## config.mk

```make
export PLATFORM = sky130hd
export DESIGN_NAME = sprite_drawer
export DESIGN_NICKNAME = d
export VERILOG_FILES = /design/src/rtl/sprite_pkg.sv /design/src/rtl/char_sprite_rom.sv /design/src/rtl/sprite_drawer.sv
export SDC_FILE = /design/constraint.sdc
export NUM_CORES = 1
export LEC_CHECK = 0
export ABC_AREA = 1
export BUFFER_PORTS_ARGS = -buffer_cell sky130_fd_sc_hd__buf_4
export CORE_ASPECT_RATIO = 1.25
export CORE_MARGIN = 2
export CORE_UTILIZATION = 45
export CTS_CLUSTER_SIZE = 40
export DETAILED_ROUTE_END_ITERATION = 10
export PLACE_DENSITY = 0.66
export RECOVER_POWER = 25
export SYNTH_ARGS = -nofsm -noshare
export SYNTH_HDL_FRONTEND = slang
export SYNTH_SLANG_ARGS = --single-unit
```

## constraint.sdc

```tcl
create_clock -name clock -period 4.45 [get_ports clock]
set_input_delay 0.445 -clock clock [delete_from_list [all_inputs] [get_ports clock]]
set_output_delay 0.445 -clock clock [all_outputs]
set_load 0.01 [all_outputs]
```

## src/rtl/sprite_pkg.sv

```systemverilog
// sprite_pkg: shared constants and types for the sprite drawing stage.
// Holds screen size, default sprite geometry, FSM states and job types.
package sprite_pkg;

   localparam int SCREEN_W     = 320;
   localparam int SCREEN_H     = 240;
   localparam int DEF_SPRITE_W = 8;
   localparam int DEF_SPRITE_H = 8;
   localparam int DEF_COLOUR_W = 9;
   localparam int DEF_IMG_W    = DEF_SPRITE_W * DEF_SPRITE_H * DEF_COLOUR_W;

   typedef enum logic [1:0] {
      IDLE,
      SCAN,
      DRAIN,
      DONE
   } state_t;

   typedef enum logic {
      BG   = 1'b0,
      CHAR = 1'b1
   } job_t;

   // Default character image: a single diagonal stroke, everything else
   // left at colour 0 (transparent with the default key).
   function automatic logic [DEF_IMG_W-1:0] diag_image();
      logic [DEF_IMG_W-1:0] img;
      img = '0;
      for (int i = 0; i < DEF_SPRITE_W; i++)
         img[(i*DEF_SPRITE_W + i)*DEF_COLOUR_W +: DEF_COLOUR_W] =
            DEF_COLOUR_W'(i + 1);
      return img;
   endfunction

   localparam logic [DEF_IMG_W-1:0] DEF_ROM_INIT = diag_image();

endpackage

```

## src/rtl/char_sprite_rom.sv

```systemverilog
// char_sprite_rom: character image ROM, synchronous read, 1-cycle latency.
// Ports: clock; addr = cy*W + cx; data = colour of that pixel (next cycle).
module char_sprite_rom #(
   parameter int                     DEPTH = 64,
   parameter int                     WIDTH = 9,
   parameter int                     AW    = 6,
   parameter logic [DEPTH*WIDTH-1:0] INIT  = '0
) (
   input  logic             clock,
   input  logic [AW-1:0]    addr,
   output logic [WIDTH-1:0] data
);

   // Image is fixed at elaboration; word k lives at bits [k*WIDTH +: WIDTH].
   always_ff @(posedge clock) begin
      data <= INIT[int'(addr)*WIDTH +: WIDTH];
   end

endmodule

```

## src/rtl/sprite_drawer.sv

```systemverilog
// sprite_drawer: redraws background or draws the character over an 8x8
// footprint, one pixel per clock to the VGA adapter, then pulses done.
// Ports: clock/reset; drawBG/drawChar level requests; x/yCoordinate anchor;
// bg_addr/bg_colour background RAM; vga_x/vga_y/vga_colour/plot to VGA;
// doneBG/doneChar one-cycle completion pulses.
module sprite_drawer
   import sprite_pkg::*;
#(
   parameter int SPRITE_W = DEF_SPRITE_W,
   parameter int SPRITE_H = DEF_SPRITE_H,
   parameter int COLOUR_W = DEF_COLOUR_W,
   parameter logic [COLOUR_W-1:0] TRANSPARENT = '0,
   parameter logic [SPRITE_W*SPRITE_H*COLOUR_W-1:0] ROM_INIT = DEF_ROM_INIT
) (
   input  logic                clock,
   input  logic                reset,
   input  logic                drawBG,
   input  logic                drawChar,
   input  logic [8:0]          xCoordinate,
   input  logic [7:0]          yCoordinate,
   output logic [16:0]         bg_addr,
   input  logic [COLOUR_W-1:0] bg_colour,
   output logic [8:0]          vga_x,
   output logic [7:0]          vga_y,
   output logic [COLOUR_W-1:0] vga_colour,
   output logic                plot,
   output logic                doneBG,
   output logic                doneChar
);

   localparam int CXW = $clog2(SPRITE_W);
   localparam int CYW = $clog2(SPRITE_H);
   localparam int AW  = CXW + CYW;

   state_t state, state_n;
   job_t   job;

   logic                bg_q, ch_q, pend_bg, pend_ch;
   logic                bg_rise, ch_rise, start_bg, start_ch;
   logic signed [9:0]   tlx, tly, px, py;
   logic [CXW-1:0]      cx;
   logic [CYW-1:0]      cy;
   logic                last, on, scan, done_bg, done_ch;
   logic [16:0]         addr_calc;
   logic [COLOUR_W-1:0] rom_q, colour_i, hold_c;
   logic                s_v, plot_i;
   logic [8:0]          s_x, hold_x;
   logic [7:0]          s_y, hold_y;

   assign bg_rise  = drawBG & ~bg_q;
   assign ch_rise  = drawChar & ~ch_q;
   assign start_bg = (state == IDLE) & (bg_rise | pend_bg);
   assign start_ch = (state == IDLE) & ~start_bg & (ch_rise | pend_ch);

   assign last = (cx == CXW'(SPRITE_W - 1)) && (cy == CYW'(SPRITE_H - 1));
   assign px   = tlx + $signed({{(10-CXW){1'b0}}, cx});
   assign py   = tly + $signed({{(10-CYW){1'b0}}, cy});
   assign on   = !px[9] && (px < $signed(10'(SCREEN_W))) &&
                 !py[9] && (py < $signed(10'(SCREEN_H)));
   assign addr_calc = 17'(py[7:0]) * 17'(SCREEN_W) + 17'(px[8:0]);

   always_ff @(posedge clock) begin
      if (reset) state <= IDLE;
      else       state <= state_n;
   end

   always_comb begin
      state_n = state;
      case (state)
         IDLE:    if (start_bg | start_ch) state_n = SCAN;
         SCAN:    if (last) state_n = DRAIN;
         DRAIN:   state_n = DONE;
         DONE:    state_n = IDLE;
         default: state_n = IDLE;
      endcase
   end

   always_comb begin
      scan    = 1'b0;
      done_bg = 1'b0;
      done_ch = 1'b0;
      case (state)
         SCAN: scan = 1'b1;
         DONE: begin
            done_bg = (job == BG);
            done_ch = (job == CHAR);
         end
         default: ;
      endcase
   end

   char_sprite_rom #(
      .DEPTH (SPRITE_W * SPRITE_H),
      .WIDTH (COLOUR_W),
      .AW    (AW),
      .INIT  (ROM_INIT)
   ) u_rom (
      .clock (clock),
      .addr  ({cy, cx}),
      .data  (rom_q)
   );

   // One-cycle read latency on both sources: s_* carry the pixel position
   // alongside the data returning from RAM/ROM.
   assign colour_i = (job == BG) ? bg_colour : rom_q;
   assign plot_i   = s_v & ((job == BG) | (rom_q != TRANSPARENT));

   always_ff @(posedge clock) begin
      if (reset) begin
         bg_q    <= 1'b0;
         ch_q    <= 1'b0;
         pend_bg <= 1'b0;
         pend_ch <= 1'b0;
         job     <= BG;
         tlx     <= '0;
         tly     <= '0;
         cx      <= '0;
         cy      <= '0;
         s_v     <= 1'b0;
         s_x     <= '0;
         s_y     <= '0;
         hold_x  <= '0;
         hold_y  <= '0;
         hold_c  <= '0;
      end else begin
         bg_q    <= drawBG;
         ch_q    <= drawChar;
         // Edges seen while busy wait here; a second one of the same type
         // merges into the flag already set.
         pend_bg <= start_bg ? 1'b0 : (pend_bg | bg_rise);
         pend_ch <= start_ch ? 1'b0 : (pend_ch | ch_rise);
         if (start_bg | start_ch) begin
            job <= start_bg ? BG : CHAR;
            tlx <= $signed({1'b0, xCoordinate}) - $signed(10'(SPRITE_W / 2));
            tly <= $signed({2'b0, yCoordinate}) - $signed(10'(SPRITE_H - 1));
            cx  <= '0;
            cy  <= '0;
         end else if (scan) begin
            cx <= cx + 1'b1;
            if (cx == CXW'(SPRITE_W - 1)) cy <= cy + 1'b1;
         end
         s_v <= scan & on;
         s_x <= px[8:0];
         s_y <= py[7:0];
         // Keep the last plotted pixel so vga_* stay put between plots.
         if (plot_i) begin
            hold_x <= s_x;
            hold_y <= s_y;
            hold_c <= colour_i;
         end
      end
   end

   // Everything reads 0 while reset is held.
   assign bg_addr    = (scan & on & ~reset) ? addr_calc : '0;
   assign plot       = plot_i & ~reset;
   assign vga_x      = reset ? '0 : (plot_i ? s_x : hold_x);
   assign vga_y      = reset ? '0 : (plot_i ? s_y : hold_y);
   assign vga_colour = reset ? '0 : (plot_i ? colour_i : hold_c);
   assign doneBG     = done_bg & ~reset;
   assign doneChar   = done_ch & ~reset;

endmodule
```

### Yosys cells after proc, flatten, opt, wreduce, memory -nomap -nowiden

Cells that the tools add are included.
Widths: inputs -> output; s select.

| storage, ports and cells | value |
|---|---|
| register bits after elaboration | 86 |
| bits in latches | 0 |
| bits in writable memories | 0 |
| ROM bits | 0 |
| input port bits | 30 |
| output and inout port bits | 46 |
| logic and storage cells | 84 |
| memories | 0 |

| cells by class | value |
|---|---|
| add/subtract/negate cells | 7 |
| multipliers | 2 |
| div/mod/pow operators | 0 |
| order comparisons | 2 |
| equal/unequal tests | 7 |
| shift-type cells | 1 |
| mux-type cells | 15 |
| bitwise gates (word level) | 20 |
| reduce and logical (&&, ||, !) cells | 13 |

Operators by type and width:

| cell | count |
|---|---|
| $shiftx 576x32->9 const A | 1 |
| $mux 9 | 5 |
| $add 10x4->10 | 2 |
| $add 17x9->17 | 1 |
| $mux 17 | 1 |
| $mux 8 | 2 |
| $and 1x1->1 | 11 |
| $mul 8x3->11 const B | 1 |
| $lt 10x10->1 const B | 1 |
| $lt 10x9->1 const B | 1 |
| $mul 6x4->10 const B | 1 |
| $sub 9x3->10 const B | 1 |
| $reduce_bool 9->1 | 1 |
| $sub 8x3->9 const B | 1 |
| $pmux 2 s4 | 1 |
| $add 3x1->3 const B | 2 |
| $eq 3x3->1 const B | 2 |
| $reduce_or 2->1 | 3 |
| $not 1->1 | 5 |
| $eq 2x2->1 const B | 2 |
| $logic_and 1x1->1 | 4 |
| $mux 1 | 4 |
| $mux 2 | 2 |
| $or 1x1->1 | 4 |
| 6 further kinds | 8 |

### Logic depth before layout (Yosys ltp)

Gate-level depths: netlist of the first run.

| depth | value |
|---|---|
| depth after elaboration | 10 |
| depth in mapped cells | 21 |
| mapped depth without buffers | 21 |

### By module

A second synthesis of the first run with hierarchy kept.

| unflattened totals | value |
|---|---|
| cell total of the unflattened synthesis | 633 |
| area, all modules | 4493.1 um^2 |

By module, submodules not included:

| module | times used | cells an instance | area an instance (um^2) | seq. area each (um^2) |
|---|---|---|---|---|
| sprite_drawer | 1 | 594 | 4246.6 | 1521.5 |
| char_sprite_rom | 1 | 39 | 246.5 | 80.1 |

### Worst setup path after synthesis of the first run

No wires, ideal clock.

| timing | value |
|---|---|
| kind | register to output |
| start | register cy[0] |
| end | output port bg_addr[15] |
| arrival time | 3.111 ns |
| data required time | 4.005 ns |
| setup slack | 0.894 ns |
| cell stages (with the launch flop) | 19 |
| path buffers | 0 |
| cells stage by stage | dfxtp_1 -> ha_1 -> fa_1 -> nand2_2 -> nand2_2 -> nand2_2 -> nand2_1 -> nand2_2 -> inv_1 -> ha_1 -> fa_1 -> nand2_1 -> nor2_1 -> nand2_1 -> a21oi_1 -> nand2_1 -> nor2_1 -> nand3_1 -> a21oi_1 |

| on the way | value |
|---|---|
| elaborated cells on any way between the ends | 10 |
| classes of those cells | 2 x add/sub; 1 x mul; 1 x order compare; 1 x mux; 2 x bitwise; 3 x reduce/logical |

RTL lines:

| what | line | RTL |
|---|---|---|
| start: declaration | sprite_drawer.sv:42 | `logic [CYW-1:0] cy;` |
| start signal: assignment | sprite_drawer.sv:140 | `if (cx == CXW'(SPRITE_W - 1)) cy <= cy + 1'b1;` |
| $add 10x4->10 * | sprite_drawer.sv:57 | `assign py = tly + $signed({{(10-CYW){1'b0}}, cy});` |
| via py[4] | sprite_drawer.sv:40 | `logic signed [9:0] tlx, tly, px, py;` |
| parallel branches: the longest is 4 deep, another holds $add 17x9->17 | -- |  |
| $mux 17 * | sprite_drawer.sv:155 | `assign bg_addr = (scan & on & ~reset) ? addr_calc : '0;` |
| end: declaration | sprite_drawer.sv:21 | `output logic [16:0] bg_addr,` |

Mark *: on every way through the listed nets, which the timed path passes.

### Worst setup path in the final report of the first run

| timing | value |
|---|---|
| start | register cy[0] |
| end | output port bg_addr[14] |

The elaborated chain is that of the path after synthesis.

==> flow_summary_export.csv, run 1 <==
group,metric,value,unit
run_status,outcome,"finished, violations left",
run_status,violations,"max-capacitance violations, max-slew violations",
cts,hold_buffers,0,
global_route,grt_overflow,0,
placed_design,hpwlAfterDp,7790,µm
synth,syn_nets,684,
global_route,grt_usage,0.199,
final_layout,final_common_cell,"nand2_1",
synth,ys_ff_latch,80,
final_layout,nets,755,
synth,synth_top_family_by_area,"simple AND/OR/NAND/NOR gates",
timing,max_slew_margin,-0.100,
floorplan,die_h,116,µm
global_route,grt_pass1_wl,17100,µm
critical_path,crit_start,"cy[0]",
pwr,ir_worst_vdd,277,µV
pwr,power.total,0.00296,W
critical_path,cp.required,4.01,ns
cts,cts_root_buf,"clkbuf_16",
cts,post_cts_buffers,0,
final_layout,layout-drive-gt1-share,0.198,
critical_path,start_kind,"register",
critical_path,r2r-start,"cx[0]",
synth,yosys.area_share.simple,0.301,
final_layout,fill_cells,938,
timing,rsz0062_at_grt,"false",
synth,synth-xor-area-share,0.0427,
global_route,grt_max_degree,41,
synth,synth_cell_types,34,
timing,drv_slew,36,
min_path,min-delay-start,"xCoordinate[2]",
cts,clock_path_buffers,2,
synth,yosysWarnings,0,
critical_path,cp.arrival,3.65,ns
pwr,pwr_density_cell,540,mW/mm²
synth,synth_mux_area_frac,0.00222,
min_path,min_path_type,"in -> reg",
global_route,grt_antenna_before_repair,0,
synth,syn_avg_cell_area,7.32,µm²
synth,netlist_area,0.00451,mm²
drt,vias,3998,
drt,drt_iter0_drc,129,
cts,post_cts_resized,0,
timing,fin_setup_tns,0,ns
floorplan,io_pins,76,
timing,worstMarginPinSlew,1.65,ns
timing,period_share,0.920,
final_layout,layout_common_cells,"110 x nand2_1, 93 x nor2_1, 77 x dfxtp_1",
floorplan,fp.coreArea,0.00966,mm²
floorplan,core.rowCount,40,
timing,setup_violations,0,
drt,firstDrtPassIters,4,
placed_design,port_buffers,75,
timing,hold_viol_final,0,
cts,numCtsBuffers,9,
cts,cts.reportedPaths.clkPinSlew,0.06,ns
drt,ant_nets,0,
synth,ys_seq_area_frac,0.355,
timing,fin_crit,4.09,ns
drt,viasPerCell,4.89,
synth,synthAdderAreaFrac,0.112,
floorplan,die_area,0.0108,mm²
drt,wl_per_cell,12.6,µm
final_layout,area_delta_synth_final,21.4,%
cts,clk_latency,0.33,ns
critical_path,worst-path-max-fanout,6,
timing,clock.fmax,0.244,GHz
cts,h-tree-depth,3,
critical_path,path_class,"reg -> out",
synth,synth_compound_area_frac,0.108,
final_layout,diodes,0,
placed_design,placed_area,0.00516,mm²
drt,routed_wl,10300,µm
floorplan,die_x,93.5,µm
drt,post-route-drc-count,0,
pwr,leakage,2.56,nW
global_route,grt_pass1_vias,3752,
critical_path,end_kind,"output port",
final_layout,final_design_area_no_fill,0.00547,mm²
run,maxCapViolCount,1,
placed_design,place_congestion,0.893,
synth,syn_inst,616,
timing,clock_skew,0.00522,ns
floorplan,start_util,0.467,
cts,tritoncts,"yes",
cts,cts.sinks,80,
==> critical path, cell delays in order, from the launching register on <==
cell     delay (ns)
dfxtp_2        0.35
ha_2           0.20
fa_2           0.36
nand2_2        0.10
nand2_2        0.05
nand2_2        0.07
nand2_1        0.06
nand2_2        0.11
inv_1          0.07
ha_1           0.34
fa_1           0.48
nand3_1        0.11
nand3_1        0.08
xnor2_1        0.35
nor2_1         0.14
nand2_1        0.10
nand2_1        0.09
nor2_4         0.11
buf_4          0.13
==> sequential cells by signal, summed over array words and instances (netlist names), 2 cells and up <==
signal      count
cx              3
cy              3
hold_c          9
hold_x          9
hold_y          8
s_x             9
s_y             8
state           2
tlx            10
tly             9
u_rom.data      4
==> synth_stat cells <==
master	number	area [µm²]
ha_1	34	425
o21ai_0	41	205
nor4_1	1	6.26
nand2_1	110	413
clkinv_1	1	3.75
inv_1	70	263
or2_2	3	18.8
nand3_4	2	35.0
buf_12	1	20.0
nor2_2	3	18.8
nand3_1	41	205
dfxtp_1	80	1600
a21oi_2	1	8.76
o21bai_1	2	15.0
buf_2	3	15.0
xor2_1	12	105
o21ai_2	2	17.5
nand2_2	12	75.1
nand4_1	4	25.0
nor2_4	12	135
clkbuf_1	13	48.8
nor3_1	9	45.0
and3_1	1	6.26
xnor2_1	10	87.6
a21oi_1	41	205
a31oi_1	2	12.5
a211oi_1	1	7.51
inv_2	1	3.75
nand3_2	2	20.0
mux2i_1	1	10.0
a31o_2	1	8.76
a21o_1	1	7.51
fa_1	4	80.1
nor2_1	94	353
==> worst paths after layout <==
check	to	cells past startpoint	slack, ns
worst max-delay path	bg_addr[14]	18	0.36
worst min-delay path	tlx[2]	2	0.30
worst max register to register	s_v	12	2.19
worst min register to register	hold_c[6]	2	0.47
==> report_power, final <==
group	leakage (nW)	internal (W)	switching [W]	total, W
clock	0.145	0.000449	0.000288	0.000737
sequential	0.656	0.000877	0.000110	0.000987
combinational	1.75	0.000459	0.000776	0.00123
total	2.56	0.00178	0.00117	0.00296
==> logic make-up after synthesis <==
family                     after synthesis
AOI/OAI and AO/OA                       92
and+or+nand+nor                        294
adders and majority gates               38
muxes                                    1
DFF                                     80
xor gates and xnor gates                22
buffers and inverters                   89
==> layout make-up <==
class,instances,area (µm²),share of cell area
timing repair buffer,77,571,0.104
sequential,80,1610,0.293
inverter,72,270,0.0494
tap,126,158,0.0288
clock buffer,11,243,0.0443
multi-input combinational,447,2570,0.470
clock inverter,5,56.3,0.0103
==> routing by layer <==
| metal | vias to the layer above | wire (µm) | track usage |
|---|---|---|---|
| met5 | - | 0 | 0 |
| met4 | 0 | 185 | 0.0745 |
| met3 | 17 | 281 | 0.0436 |
| met2 | 50 | 5250 | 0.347 |
| met1 | 1822 | 4550 | 0.240 |
| li1 | 2109 | - | - |
==> metrics by stage <==
stage / worst slack, ns / cells / hold WS (ns) / utilization
2_1_floorplan: 0.894 / 616 / 0.449 / -
3_3_place_gp: 0.705 / 802 / 0.461 / 0.534
3_5_place_dp: 0.546 / 802 / 0.464 / 0.534
4_1_cts: 0.173 / 818 / 0.288 / 0.565
5_1_grt: 0.0491 / 818 / 0.311 / 0.567
6_report: 0.357 / 818 / 0.299 / 0.567
No activity file was read; power rests on OpenSTA's default activity.
==> run 2: changes to the inputs <==
--- a/config.mk
+++ b/config.mk
@@ -7,12 +7,14 @@
 export LEC_CHECK = 0
 export ABC_AREA = 1
 export BUFFER_PORTS_ARGS = -buffer_cell sky130_fd_sc_hd__buf_4
+export CELL_PAD_IN_SITES_DETAIL_PLACEMENT = 1
+export CELL_PAD_IN_SITES_GLOBAL_PLACEMENT = 1
 export CORE_ASPECT_RATIO = 1.25
 export CORE_MARGIN = 2
-export CORE_UTILIZATION = 45
+export CORE_UTILIZATION = 41
 export CTS_CLUSTER_SIZE = 40
 export DETAILED_ROUTE_END_ITERATION = 10
-export PLACE_DENSITY = 0.66
+export PLACE_DENSITY_LB_ADDON = 0.1
 export RECOVER_POWER = 25
 export SYNTH_ARGS = -nofsm -noshare
 export SYNTH_HDL_FRONTEND = slang
==> run 2 against run 1 <==
Effect of this change:
- the run still ends with max-capacitance violations, max-slew violations left
- critical path depth down 2
- die area increased by 9.4%
- wire length grew 16%
- cell count up 0.49%
- worst setup slack worse by 0.0062 ns
- clock skew about the same
- non-clock buffer count stayed put
- total power up 2.4%
- critical endpoint is now bg_addr[15]
==> flow_summary_export.csv, run 2 (synthesis results as in run 1) <==
group,metric,value,unit
floorplan,io_pins,76,
pwr,power.total,0.00303,W
final_layout,largest_register_ff_count,10,
final_layout,multi_input_area,0.00256,mm²
drt,firstDrtPassIters,6,
cts,cts.sinks,80,
run_status,violations,"max-capacitance violations, max-slew violations",
min_path,min_path_type,"in -> reg",
final_layout,diodes,0,
critical_path,r2r-start,"cx[0]",
critical_path,start_kind,"register",
min_path,min_path_cells,2,
critical_path,end_kind,"output port",
placed_design,port_buffers,75,
drt,routed_wl,11900,µm
global_route,grt_overflow,0,
floorplan,start_util,0.423,
placed_design,place_congestion,0.842,
timing,period_share,0.921,
final_layout,fill_cells,1375,
pwr,leakage,2.55,nW
global_route,grt_antenna_before_repair,0,
timing,worstMarginPinSlew,1.70,ns
placed_design,place_ws,0.559,ns
critical_path,cpMaxStageDelayCell,"fa_1",
cts,post_cts_buffers,0,
timing,holdWs,0.292,ns
critical_path,crit_start,"cy[2]",
drt,ant_nets,0,
floorplan,core.rowCount,42,
pwr,ir_worst_vdd,220,µV
final_layout,layout_common_cells,"110 x nand2_1, 94 x nor2_1, 77 x dfxtp_1",
timing,fin_crit,4.10,ns
cts,clk_latency,0.34,ns
critical_path,worst-path-max-fanout,6,
min_path,min-delay-start,"xCoordinate[2]",
cts,numCtsBuffers,9,
floorplan,die_area,0.0119,mm²
final_layout,final-seq-area,0.00161,mm²
critical_path,cpPeakStageDelay,0.60,ns
critical_path,cp.arrival,3.65,ns
critical_path,cp_cell_sequence,"ha_1, nand2_1, nand3_1, xor2_2, ha_1, ha_1, fa_1, nand2_1, nor2_1, nand2_1, a21oi_1, nand2_1, nor2_1, nand3_1, a21oi_1, buf_4",
floorplan,fp.coreArea,0.0107,mm²
drt,post-route-drc-count,0,
global_route,grt_usage,0.211,
final_layout,nets,755,
cts,cts_root_buf,"clkbuf_16",
critical_path,path_buf_inv,1,
timing,setup_violations,0,
timing,max_slew_margin,-0.134,
cts,clock_path_buffers,2,
timing,clock.fmax,0.244,GHz
critical_path,crit_family,"adder cells",
critical_path,r2r_end,"s_v",
final_layout,layout-drive-gt1-share,0.194,
critical_path,cp_common_cell,"nand2_1",
cts,hold_buffers,0,
timing,drv_slew,36,
timing,hold_viol_final,0,
placed_design,hpwlAfterDp,9270,µm
global_route,grt_pass1_vias,4354,
pwr,pwr_density_cell,552,mW/mm²
critical_path,cp.required,4.01,ns
global_route,grt_max_degree,41,
min_path,holdPathEnd,"tlx[2]",
final_layout,area_delta_synth_final,21.7,%
timing,rsz0062_at_grt,"false",
drt,wl_per_cell,14.4,µm
drt,viasPerCell,5.07,
cts,h-tree-depth,3,
cts,tritoncts,"yes",
critical_path,ff2ff_setup_slack,2.13,ns
cts,post_cts_resized,0,
drt,vias,4167,
run_status,outcome,"finished, violations left",
cts,cts.reportedPaths.clkPinSlew,0.06,ns
timing,fin_setup_tns,0,ns
critical_path,path_class,"reg -> out",
run,maxCapViolCount,1,
drt,drt_iter0_drc,87,
critical_path,r2r_cells,12,
floorplan,die_x,97.8,µm
timing,clock_skew,0.00498,ns
timing,setup_ws,0.350,ns
final_layout,largest_register,"tlx",
final_layout,final_common_cell,"nand2_1",
floorplan,die_h,121,µm
global_route,grt_pass1_wl,20200,µm
==> run 2: cell count changes in the layout (fill, tap and decap cells not counted) <==
cell,previous run,this run
nor2_1,93,94
a21oi_1,40,41
clkbuf_1,3,2
nor2_2,4,3
bufinv_16,1,2
clkinv_2,2,0
clkbuf_8,1,0
a21oi_2,2,1
clkinvlp_4,1,2
==> run 2: layer usage <==
layer  GRT usage  vias up  share of wire
met1       0.246     1973           0.43
met2       0.385       67           0.51
met5           0        -              0
met4      0.0651        0          0.018
li1            -     2110              -
met3      0.0444       17          0.034
==> run 2: final cells by class <==
cell class | count | share of cell area
clock buffers | 9 | 0.0411
clock inverters | 5 | 0.0153
inverters | 72 | 0.0493
multi-input cells | 447 | 0.468
flip-flops and latches | 80 | 0.293
well taps | 132 | 0.0301
repair buffers | 77 | 0.104
==> run 2: worst max path at each step <==
stage | endpoint | slack [ns] | depth (start not counted)
6_report | bg_addr[15] | 0.35 | 16
5_1_grt | bg_addr[15] | 0.02 | 16
4_1_cts | bg_addr[15] | 0.18 | 19
3_3_place_gp | bg_addr[15] | 0.65 | 19
2_1_floorplan | bg_addr[15] | 0.89 | 18
3_5_place_dp | bg_addr[15] | 0.56 | 19
==> run 2: power breakdown <==
part           total, W  internal, W  switching (W)
sequential     0.000986     0.000877       0.000109
combinational   0.00127     0.000462       0.000805
clock          0.000776     0.000486       0.000291
total           0.00303      0.00182        0.00120
==> run 2: stage by stage <==
step,std cells,utilization,area (µm²)
2_1_floorplan,616,-,4510
3_3_place_gp,808,0.484,5170
3_5_place_dp,808,0.484,5170
4_1_cts,822,0.513,5480
5_1_grt,822,0.514,5490
6_report,822,0.514,5490
==> run 3: changes to the inputs <==
--- a/config.mk
+++ b/config.mk
@@ -10,12 +10,12 @@
 export CELL_PAD_IN_SITES_DETAIL_PLACEMENT = 1
 export CELL_PAD_IN_SITES_GLOBAL_PLACEMENT = 1
 export CORE_ASPECT_RATIO = 1.25
-export CORE_MARGIN = 2
+export CORE_MARGIN = 3
 export CORE_UTILIZATION = 41
-export CTS_CLUSTER_SIZE = 40
+export CTS_CLUSTER_SIZE = 24
 export DETAILED_ROUTE_END_ITERATION = 10
 export PLACE_DENSITY_LB_ADDON = 0.1
-export RECOVER_POWER = 25
+export RECOVER_POWER = 100
 export SYNTH_ARGS = -nofsm -noshare
 export SYNTH_HDL_FRONTEND = slang
 export SYNTH_SLANG_ARGS = --single-unit
==> run 3 against run 2 <==
Effect of this change:
- the flow still finishes with violations (max-capacitance violations, max-slew violations)
- clock skew up 0.0040 ns
- via count down 0.19%
- cell count up 0.12%
- highest routed layer unchanged
==> flow_summary_export.csv, run 3 (synthesis results as in run 1) <==
group,metric,value,unit
run_status,outcome,"finished, violations left",
cts,cts.sinks,80,
critical_path,cp_cell_sequence,"ha_2, fa_1, ha_1, ha_1, fa_1, nand2_1, nor2_1, nand2_1, a21oi_1, nand2_1, nor2_1, nand3_1, a21oi_1, buf_4",
global_route,grt_overflow,0,
placed_design,place_congestion,0.902,
min_path,min_path_type,"in -> reg",
drt,wl_met3,499,µm
cts,tritoncts,"yes",
final_layout,fill_cells,1422,
drt,viasPerCell,5.05,
final_layout,final_design_area_no_fill,0.00526,mm²
run_status,violations,"max-capacitance violations, max-slew violations",
timing,rsz0062_at_grt,"false",
drt,routed_wl,12000,µm
timing,worstMarginPinSlew,1.71,ns
critical_path,ff2ff_setup_slack,1.90,ns
final_layout,area_delta_synth_final,16.6,%
global_route,grt_max_degree,41,
run,maxCapViolCount,1,
min_path,min-delay-start,"xCoordinate[2]",
cts,hold_buffers,0,
floorplan,die_area,0.0123,mm²
timing,max_slew_margin,-0.141,
critical_path,crit_start,"cy[0]",
final_layout,layout_common_cells,"111 x nand2_1, 94 x nor2_1, 78 x dfxtp_1",
timing,period_share,0.937,
critical_path,cp_common_cell,"nand2_1",
timing,fin_crit,4.17,ns
floorplan,io_pins,76,
placed_design,hpwlAfterDp,9290,µm
critical_path,start_kind,"register",
timing,holdWs,0.292,ns
cts,clock_path_buffers,2,
critical_path,path_class,"reg -> out",
floorplan,die_h,123,µm
critical_path,worst-path-max-fanout,6,
drt,post-route-drc-count,0,
drt,top_layer,"met4",
critical_path,cp.arrival,3.72,ns
pwr,ir_worst_vdd,244,µV
critical_path,end_kind,"output port",
timing,clock.fmax,0.240,GHz
critical_path,cpMaxStageDelayCell,"fa_1",
floorplan,core.rowCount,42,
floorplan,die_x,99.8,µm
critical_path,r2r-start,"state[0]",
cts,h-tree-depth,3,
timing,fin_setup_tns,0,ns
timing,drv_slew,36,
timing,clock_skew,0.00894,ns
critical_path,cpPeakStageDelay,0.60,ns
cts,cts_root_buf,"clkbuf_16",
timing,hold_viol_final,0,
cts,numCtsBuffers,9,
final_layout,diodes,0,
critical_path,cp.required,4.01,ns
placed_design,port_buffers,75,
placed_design,place_ws,0.548,ns
drt,drt_iter0_drc,99,
timing,setup_violations,0,
placed_design,placed_area,0.00516,mm²
global_route,grt_pass1_wl,19700,µm
drt,dr_wl_met2,5980,µm
drt,wl_met1,5250,µm
cts,clk_latency,0.33,ns
timing,setup_ws,0.282,ns
drt,firstDrtPassIters,4,
final_layout,nets,754,
global_route,grt_pass1_vias,4316,
drt,vias,4159,
drt,ant_nets,0,
floorplan,start_util,0.423,
global_route,grt_usage,0.200,
global_route,grt_antenna_before_repair,0,
final_layout,layout-drive-gt1-share,0.123,
cts,cts.reportedPaths.clkPinSlew,0.07,ns
floorplan,fp.coreArea,0.0107,mm²
pwr,leakage,2.35,nW
final_layout,largest_register_ff_count,10,
pwr,pwr_density_cell,547,mW/mm²
drt,wl_per_cell,14.6,µm
final_layout,largest_register,"tlx",
final_layout,final_common_cell,"nand2_1",
run 3: cell types whose count changed in the layout (fill, tap and decap cells not counted), moves of 2 or more:
cell | before | now
clkbuf_1 | 2 | 46
bufinv_16 | 2 | 0
nand3_1 | 41 | 43
buf_4 | 75 | 32
inv_6 | 0 | 2
run 3: per-layer routing:
metal  vias to the layer above  GRT usage
met4                         0     0.0700
met5                         -          0
met3                        25     0.0378
li1                       2108          -
met2                        87      0.357
met1                      1939      0.239
run 3: critical path: cells and delay by family (launching register included):
kind / cells / cell delay, ns
buffers and inverters: 1 / 0.15
AO/OA/AOI/OAI: 2 / 0.27
adder cells (fa/ha/maj): 5 / 1.97
AND/OR/NAND/NOR: 6 / 0.58
flip-flops: 1 / 0.43
run 3: final timing paths:
| check | end | cells after the start |
|---|---|---|
| worst max-delay path | bg_addr[15] | 14 |
| worst min register to register | hold_c[6] | 2 |
| worst max register to register | tly[2] | 7 |
| worst min-delay path | tlx[2] | 2 |
run 3: timing repair:
item                                   CTS  global route
endpoints found under the hold margin    0             0
setup endpoints to repair                0             2
buffers inserted                         0             0
resized for setup                        0             4
run 3: power by group:
| group | leakage [nW] | internal [W] | switching, W | total [W] |
|---|---|---|---|---|
| registers | 0.656 | 0.000877 | 0.000106 | 0.000983 |
| logic | 1.57 | 0.000404 | 0.000803 | 0.00121 |
| clock network | 0.127 | 0.000383 | 0.000303 | 0.000686 |
| total | 2.35 | 0.00166 | 0.00121 | 0.00288 |
run 3: metrics by stage:
| step | util | instances | power [W] |
|---|---|---|---|
| global route | 0.493 | 823 | 0.00312 |
| global placement | 0.484 | 807 | 0.00221 |
| floorplan | - | 616 | 0.00188 |
| CTS | 0.509 | 823 | 0.00297 |
| detailed placement | 0.484 | 807 | 0.00227 |
| finish | 0.493 | 823 | 0.00288 |
run 3: area by class of cell:
cell class	count	area, µm²	share of cell area
clock inverters	5	41.3	0.00785
clock buffers	11	233	0.0443
well taps	132	165	0.0314
flip-flops and latches	80	1600	0.305
repair buffers	76	405	0.0771
multi-input cells	447	2540	0.483
inverters	72	270	0.0514
